### src/rtl/operand_fetch_stage_if.sv
// Handshake and register-file bundle for the operand fetch stage.
// slave is the stage's view; master is the surrounding datapath / bench.
interface operand_fetch_stage_if;
  logic        in_valid;
  logic        in_ready;
  logic [15:0] instr;
  logic [2:0]  rf_readA_addr;
  logic [2:0]  rf_readB_addr;
  logic [15:0] rf_reg_A;
  logic [15:0] rf_reg_B;
  logic        wb_we;
  logic [2:0]  wb_addr;
  logic [15:0] wb_data;
  logic        out_valid;
  logic        out_ready;
  logic [3:0]  out_op;
  logic [2:0]  out_rd;
  logic [15:0] out_opA;
  logic [15:0] out_opB;
  logic [15:0] out_imm;

  modport slave (
    input  in_valid, instr, rf_reg_A, rf_reg_B, wb_we, wb_addr, wb_data, out_ready,
    output in_ready, rf_readA_addr, rf_readB_addr,
           out_valid, out_op, out_rd, out_opA, out_opB, out_imm
  );

  modport master (
    output in_valid, instr, rf_reg_A, rf_reg_B, wb_we, wb_addr, wb_data, out_ready,
    input  in_ready, rf_readA_addr, rf_readB_addr,
           out_valid, out_op, out_rd, out_opA, out_opB, out_imm
  );
endinterface

### src/rtl/operand_fetch_stage.sv
// Operand fetch: drives sync-read regfile addresses, waits out read latency,
// captures operands with write-port bypass, and holds a decoded bundle.
module operand_fetch_stage #(
  parameter bit IMM_SIGNED = 1'b1
) (
  input  logic                 CLK,
  input  logic                 RST_N,
  operand_fetch_stage_if.slave bus
);

  typedef enum logic [1:0] {IDLE, READ, CAPT, HOLD} state_t;

  state_t      state_q, state_d;
  logic [15:0] instr_q, instr_d;
  logic        pend_a_q, pend_a_d, pend_b_q, pend_b_d;
  logic [15:0] pdat_a_q, pdat_a_d, pdat_b_q, pdat_b_d;
  logic        vld_q, vld_d;
  logic [3:0]  op_q, op_d;
  logic [2:0]  rd_q, rd_d;
  logic [15:0] opa_q, opa_d, opb_q, opb_d, imm_q, imm_d;

  logic [2:0]  rs, rt;
  logic        in_ready, accept, hit_a, hit_b;
  logic [15:0] imm_ext;

  assign rs       = instr_q[8:6];
  assign rt       = instr_q[5:3];
  assign in_ready = (state_q == IDLE) || (state_q == HOLD && bus.out_ready);
  assign accept   = bus.in_valid && in_ready;
  assign hit_a    = bus.wb_we && (bus.wb_addr == rs);
  assign hit_b    = bus.wb_we && (bus.wb_addr == rt);
  assign imm_ext  = IMM_SIGNED ? {{10{instr_q[5]}}, instr_q[5:0]}
                               : {10'b0, instr_q[5:0]};

  assign bus.in_ready      = in_ready;
  assign bus.rf_readA_addr = rs;
  assign bus.rf_readB_addr = rt;
  assign bus.out_valid     = vld_q;
  assign bus.out_op        = op_q;
  assign bus.out_rd        = rd_q;
  assign bus.out_opA       = opa_q;
  assign bus.out_opB       = opb_q;
  assign bus.out_imm       = imm_q;

  always_comb begin
    state_d = state_q;
    case (state_q)
      IDLE:    if (accept) state_d = READ;
      READ:    state_d = CAPT;
      CAPT:    state_d = HOLD;
      HOLD:    if (bus.out_ready) state_d = accept ? READ : IDLE;
      default: state_d = IDLE;
    endcase
  end

  always_comb begin
    instr_d  = instr_q;
    pend_a_d = pend_a_q;
    pend_b_d = pend_b_q;
    pdat_a_d = pdat_a_q;
    pdat_b_d = pdat_b_q;
    vld_d    = vld_q;
    op_d     = op_q;
    rd_d     = rd_q;
    opa_d    = opa_q;
    opb_d    = opb_q;
    imm_d    = imm_q;

    if (accept) begin
      instr_d  = bus.instr;
      pend_a_d = 1'b0;
      pend_b_d = 1'b0;
    end

    case (state_q)
      // The file samples at this edge and returns pre-write data, so stash it.
      READ: begin
        if (hit_a) begin pend_a_d = 1'b1; pdat_a_d = bus.wb_data; end
        if (hit_b) begin pend_b_d = 1'b1; pdat_b_d = bus.wb_data; end
      end
      CAPT: begin
        op_d  = instr_q[15:12];
        rd_d  = instr_q[11:9];
        imm_d = imm_ext;
        opa_d = hit_a ? bus.wb_data : (pend_a_q ? pdat_a_q : bus.rf_reg_A);
        opb_d = hit_b ? bus.wb_data : (pend_b_q ? pdat_b_q : bus.rf_reg_B);
        vld_d = 1'b1;
      end
      HOLD: begin
        if (hit_a) opa_d = bus.wb_data;
        if (hit_b) opb_d = bus.wb_data;
        if (bus.out_ready) vld_d = 1'b0;
      end
      default: ;
    endcase
  end

  always_ff @(posedge CLK or negedge RST_N) begin
    if (!RST_N) begin
      state_q  <= IDLE;
      instr_q  <= '0;
      pend_a_q <= 1'b0;
      pend_b_q <= 1'b0;
      pdat_a_q <= '0;
      pdat_b_q <= '0;
      vld_q    <= 1'b0;
      op_q     <= '0;
      rd_q     <= '0;
      opa_q    <= '0;
      opb_q    <= '0;
      imm_q    <= '0;
    end else begin
      state_q  <= state_d;
      instr_q  <= instr_d;
      pend_a_q <= pend_a_d;
      pend_b_q <= pend_b_d;
      pdat_a_q <= pdat_a_d;
      pdat_b_q <= pdat_b_d;
      vld_q    <= vld_d;
      op_q     <= op_d;
      rd_q     <= rd_d;
      opa_q    <= opa_d;
      opb_q    <= opb_d;
      imm_q    <= imm_d;
    end
  end

endmodule

### src/flat_wrapper.sv
// flat-port wrapper written by rule: the top's interface ports become plain ports
module operand_fetch_stage_flat 
#(
  parameter bit IMM_SIGNED = 1'b1
)
  (CLK, RST_N, bus_in_valid, bus_instr, bus_rf_reg_A, bus_rf_reg_B, bus_wb_we, bus_wb_addr, bus_wb_data, bus_out_ready, bus_in_ready, bus_rf_readA_addr, bus_rf_readB_addr, bus_out_valid, bus_out_op, bus_out_rd, bus_out_opA, bus_out_opB, bus_out_imm);
  operand_fetch_stage_if bus_i ();
  input  logic CLK;
  input  logic RST_N;
  input wire logic [$bits(bus_i.in_valid)-1:0] bus_in_valid;
  input wire logic [$bits(bus_i.instr)-1:0] bus_instr;
  input wire logic [$bits(bus_i.rf_reg_A)-1:0] bus_rf_reg_A;
  input wire logic [$bits(bus_i.rf_reg_B)-1:0] bus_rf_reg_B;
  input wire logic [$bits(bus_i.wb_we)-1:0] bus_wb_we;
  input wire logic [$bits(bus_i.wb_addr)-1:0] bus_wb_addr;
  input wire logic [$bits(bus_i.wb_data)-1:0] bus_wb_data;
  input wire logic [$bits(bus_i.out_ready)-1:0] bus_out_ready;
  output wire logic [$bits(bus_i.in_ready)-1:0] bus_in_ready;
  output wire logic [$bits(bus_i.rf_readA_addr)-1:0] bus_rf_readA_addr;
  output wire logic [$bits(bus_i.rf_readB_addr)-1:0] bus_rf_readB_addr;
  output wire logic [$bits(bus_i.out_valid)-1:0] bus_out_valid;
  output wire logic [$bits(bus_i.out_op)-1:0] bus_out_op;
  output wire logic [$bits(bus_i.out_rd)-1:0] bus_out_rd;
  output wire logic [$bits(bus_i.out_opA)-1:0] bus_out_opA;
  output wire logic [$bits(bus_i.out_opB)-1:0] bus_out_opB;
  output wire logic [$bits(bus_i.out_imm)-1:0] bus_out_imm;
  assign bus_i.in_valid = bus_in_valid;
  assign bus_i.instr = bus_instr;
  assign bus_i.rf_reg_A = bus_rf_reg_A;
  assign bus_i.rf_reg_B = bus_rf_reg_B;
  assign bus_i.wb_we = bus_wb_we;
  assign bus_i.wb_addr = bus_wb_addr;
  assign bus_i.wb_data = bus_wb_data;
  assign bus_i.out_ready = bus_out_ready;
  assign bus_in_ready = bus_i.in_ready;
  assign bus_rf_readA_addr = bus_i.rf_readA_addr;
  assign bus_rf_readB_addr = bus_i.rf_readB_addr;
  assign bus_out_valid = bus_i.out_valid;
  assign bus_out_op = bus_i.out_op;
  assign bus_out_rd = bus_i.out_rd;
  assign bus_out_opA = bus_i.out_opA;
  assign bus_out_opB = bus_i.out_opB;
  assign bus_out_imm = bus_i.out_imm;
  operand_fetch_stage #(.IMM_SIGNED(IMM_SIGNED)) u_core (.CLK(CLK), .RST_N(RST_N), .bus(bus_i));
endmodule
### config.mk
export PLATFORM = sky130hd
export DESIGN_NAME = operand_fetch_stage_flat
export DESIGN_NICKNAME = d
export VERILOG_FILES = /design/src/rtl/operand_fetch_stage_if.sv /design/src/rtl/operand_fetch_stage.sv /design/src/flat_wrapper.sv
export SDC_FILE = /design/constraint.sdc
export NUM_CORES = 1
export LEC_CHECK = 0
export BUFFER_PORTS_ARGS = -buffer_cell sky130_fd_sc_hd__buf_4
export CAP_MARGIN = 20
export CORE_MARGIN = 4
export CORE_UTILIZATION = 42
export DETAILED_ROUTE_END_ITERATION = 10
export PLACE_DENSITY = 0.76
export REMOVE_ABC_BUFFERS = 1
export SLEW_MARGIN = 20
export SYNTH_ARGS = -nofsm -noshare
export SYNTH_HDL_FRONTEND = slang
export SYNTH_SLANG_ARGS = --single-unit
### constraint.sdc
create_clock -name CLK -period 1.9 [get_ports CLK]
set_input_delay 0.38 -clock CLK [delete_from_list [all_inputs] [get_ports CLK]]
set_output_delay 0.38 -clock CLK [all_outputs]
set_load 0.02 [all_outputs]
==> flow_summary.json <==
{
  "fin_nets": 556,
  "vdd.ir_drop.worst_mv": 1.177,
  "clockBufferDepth": 2,
  "ant_nets": 0,
  "overflow": 0,
  "synthArstFlopShare_pct": 100.0,
  "ys_ff_latch": 98,
  "vias": 3300,
  "arrival_ns": 2.06,
  "syn-cell-area_sq_mm": 0.004606,
  "reg2reg_depth": 6,
  "place_inst": 599,
  "grt_use_total_pct": 18.57,
  "total_leakage_power_nw": 2.910,
  "maxSlewHeadroom_pct": 69.46,
  "synth_edf_count": 0,
  "status": "finished clean",
  "syn_inst": 329,
  "holdCritPathClass": "in -> reg",
  "end_kind": "flip-flop",
  "startpoint_type": "flip-flop",
  "grt_pass1_vias": 3565,
  "numCtsBuffers": 9,
  "worstPathMaxFanout": 9,
  "clock-root-buffer": "clkbuf_8",
  "dp_hpwl_um": 8484,
  "fin_crit_sh_pct": 95.18,
  "grt_pass1_wl_um": 18830,
  "synth_top_area_share_pct": 53.25,
  "maxCapViolations": 0,
  "drt_iter0_drc": 194,
  "n_fill_cell": 819,
  "hold_violations": 0,
  "rr_startpoint": "u_core.instr_q[3]$_DFFE_PN0P_",
  "syn_to_final_growth_pct": 34.75,
  "fp.dieH_um": 112.7,
  "fin_setup_tns_ns": 0,
  "cts_tree": "built",
  "ys_seq_area_share_pct": 53.25,
  "r2r_slack_ns": 0.09,
  "synth.most_common_cell": "dfrtp_1",
  "drive_gt1_share_pct": 55.17,
  "core_area_sq_mm": 0.01051,
  "skew_ns": 0.01636,
  "final_util_pct": 59.05,
  "yosysWarnings": 0,
  "wl_um": 11920,
  "fmax_ghz": 0.5530,
  "firstDrtPassIters": 4,
  "via_per_inst": 5.323,
  "drc": 0,
  "powerDensity_mw_per_mm2": 1690,
  "htree_num_levels": 3,
  "rsz0062_at_grt": "false",
  "crit_type": "reg -> reg",
  "synthTopCellsByArea": "dfrtp_1 53%, mux2_2 11%, a221o_1 7.0%",
  "antenna_found_initial": 0,
  "die_x_um": 112.7,
  "min_period_ns": 1.808,
  "report.final.slew_viol_count": 0,
  "yosysUniqueCellTypes": 30,
  "path_clk_slew_ns": 0.10,
  "rows": 37,
  "cts_sinks": 98,
  "dieArea_sq_mm": 0.01271,
  "syn_area_per_cell_sq_um": 14.00,
  "setup_viol": 0,
  "initial_core_util_pct": 43.83,
  "post_drt_wl_per_cell_um": 19.22,
  "place.gp.congestion": 0.7745,
  "critPathRequiredTime_ns": 2.15,
  "yosysTopAreaCell": "dfrtp_1",
  "critical_path.startpoint": "u_core.instr_q[3]$_DFFE_PN0P_",
  "io_buffers": 134,
  "worst_pin_slew_ns": 0.4580,
  "grt_max_degree": 39,
  "synth_common_cells": "98 x dfrtp_1, 44 x mux2_2, 33 x nor2_1, 32 x a221o_1, 32 x mux2i_1",
  "antenna_cells": 0,
  "insertion_delay_ns": 0.37,
  "multi_input_area_sq_mm": 0.001942,
  "crit_end": "u_core.pdat_b_q[2]$_DFFE_PN0P_",
  "final_cells": 620,
  "synth_ff_type": "dfrtp_1",
  "r2r_end": "u_core.pdat_b_q[2]$_DFFE_PN0P_",
  "io_pins": 135,
  "final-seq-area_sq_mm": 0.002452
}
[critical path: stages (launching register included)]
cell and delay, ns:
dfrtp_1 0.44, xor2_2 0.21, buf_4 0.17, nor3_4 0.16, and3_4 0.24, buf_12 0.15, mux2_2 0.34
[per-layer routing]
layer	share of wire, %	GRT usage, %	vias up	routed length (um)
met5	0	0	-	0
met4	1.2	4.888	0	146
met3	11	6.898	14	1263
met2	48	30.61	155	5773
met1	40	23.12	1643	4735
li1	-	-	1488	-
[worst min-delay path by stage]
stage	slack, ns	to	from	depth (start not counted)
global placement	0.36	u_core.bus.out_opA[14]$_DFFE_PN0P_	RST_N	1
finish	0.25	u_core.instr_q[7]$_DFFE_PN0P_	bus_instr[7]	2
detailed placement	0.36	u_core.bus.out_opA[14]$_DFFE_PN0P_	RST_N	1
floorplan	0.08	u_core.bus.out_imm[0]$_DFFE_PN0P_	RST_N	0
global route	0.22	u_core.instr_q[7]$_DFFE_PN0P_	bus_instr[7]	2
CTS	0.23	u_core.bus.out_valid$_DFFE_PN0P_	bus_out_ready	2
[what timing repair did]
action | CTS | global route
hold buffers | 1 | 0
pin swaps | 2 | 1
endpoints found under the setup margin | 48 | 21
gates cloned | 0 | 1
resized for setup | 1 | 5
hold endpoints to repair | 29 | 0
setup buffers | 2 | 1
[cell type report]
cell class,instances,area share [%]
flip-flops and latches,98,39.52
multi-input cells,192,31.29
repair buffers,172,23.15
well taps,136,2.742
clock buffers,9,1.996
clock inverters,7,0.9476
inverters,6,0.3629
[placed cells by master, fill, tap and decap left out, types with 3 or more instances in the layout]
cell type and count:
a221o_1 32, buf_12 10, buf_4 160, clkbuf_8 9, dfrtp_1 98, ha_1 5
inv_1 5, mux2_2 44, mux2_4 18, mux2i_1 32, nand2_1 3, nor2_1 33
xor2_2 6
[sequential cells by signal, summed over array words and instances, names as in the netlist]
register,count
u_core.bus.out_op,4
u_core.pdat_b_q,16
u_core.bus.out_valid,1
u_core.state_q,2
u_core.bus.out_opB,16
u_core.pdat_a_q,16
u_core.bus.out_opA,16
u_core.instr_q,16
u_core.pend_a_q,1
u_core.bus.out_rd,3
u_core.pend_b_q,1
u_core.bus.out_imm,6
[power breakdown]
group          internal (mW)  total, mW  switching, mW
sequential              3.07       3.73          0.659
clock                  0.498       1.29          0.793
combinational           2.87       5.47           2.60
total                   6.44       10.5           4.05
[through the flow]
step / setup WS [ns] / hold slack [ns] / instance area [sq um] / power, mW
detailed placement: -0.3424 / 0.3584 / 5917 / 9.108
floorplan: -0.3504 / 0.08441 / 4375 / 6.673
global route: 0.02015 / 0.2206 / 6206 / 11.10
finish: 0.09165 / 0.2455 / 6206 / 10.49
CTS: 0.01521 / 0.2259 / 6155 / 10.51
global placement: -0.2913 / 0.3562 / 5917 / 8.893
[cell families (layout without fill, tap and decap cells)]
family          Yosys count  after routing  share of synthesized area (%)
fa+ha+maj                 5              5                          1.358
mux                      94             94                          23.58
compound gates           44             44                          9.861
buf+inv                  39            194                          5.488
simple gates             43             43                          4.347
flops                    98             98                          53.25
xor+xnor                  6              6                          2.119
Note: power is estimated with default switching activity, not from simulation.
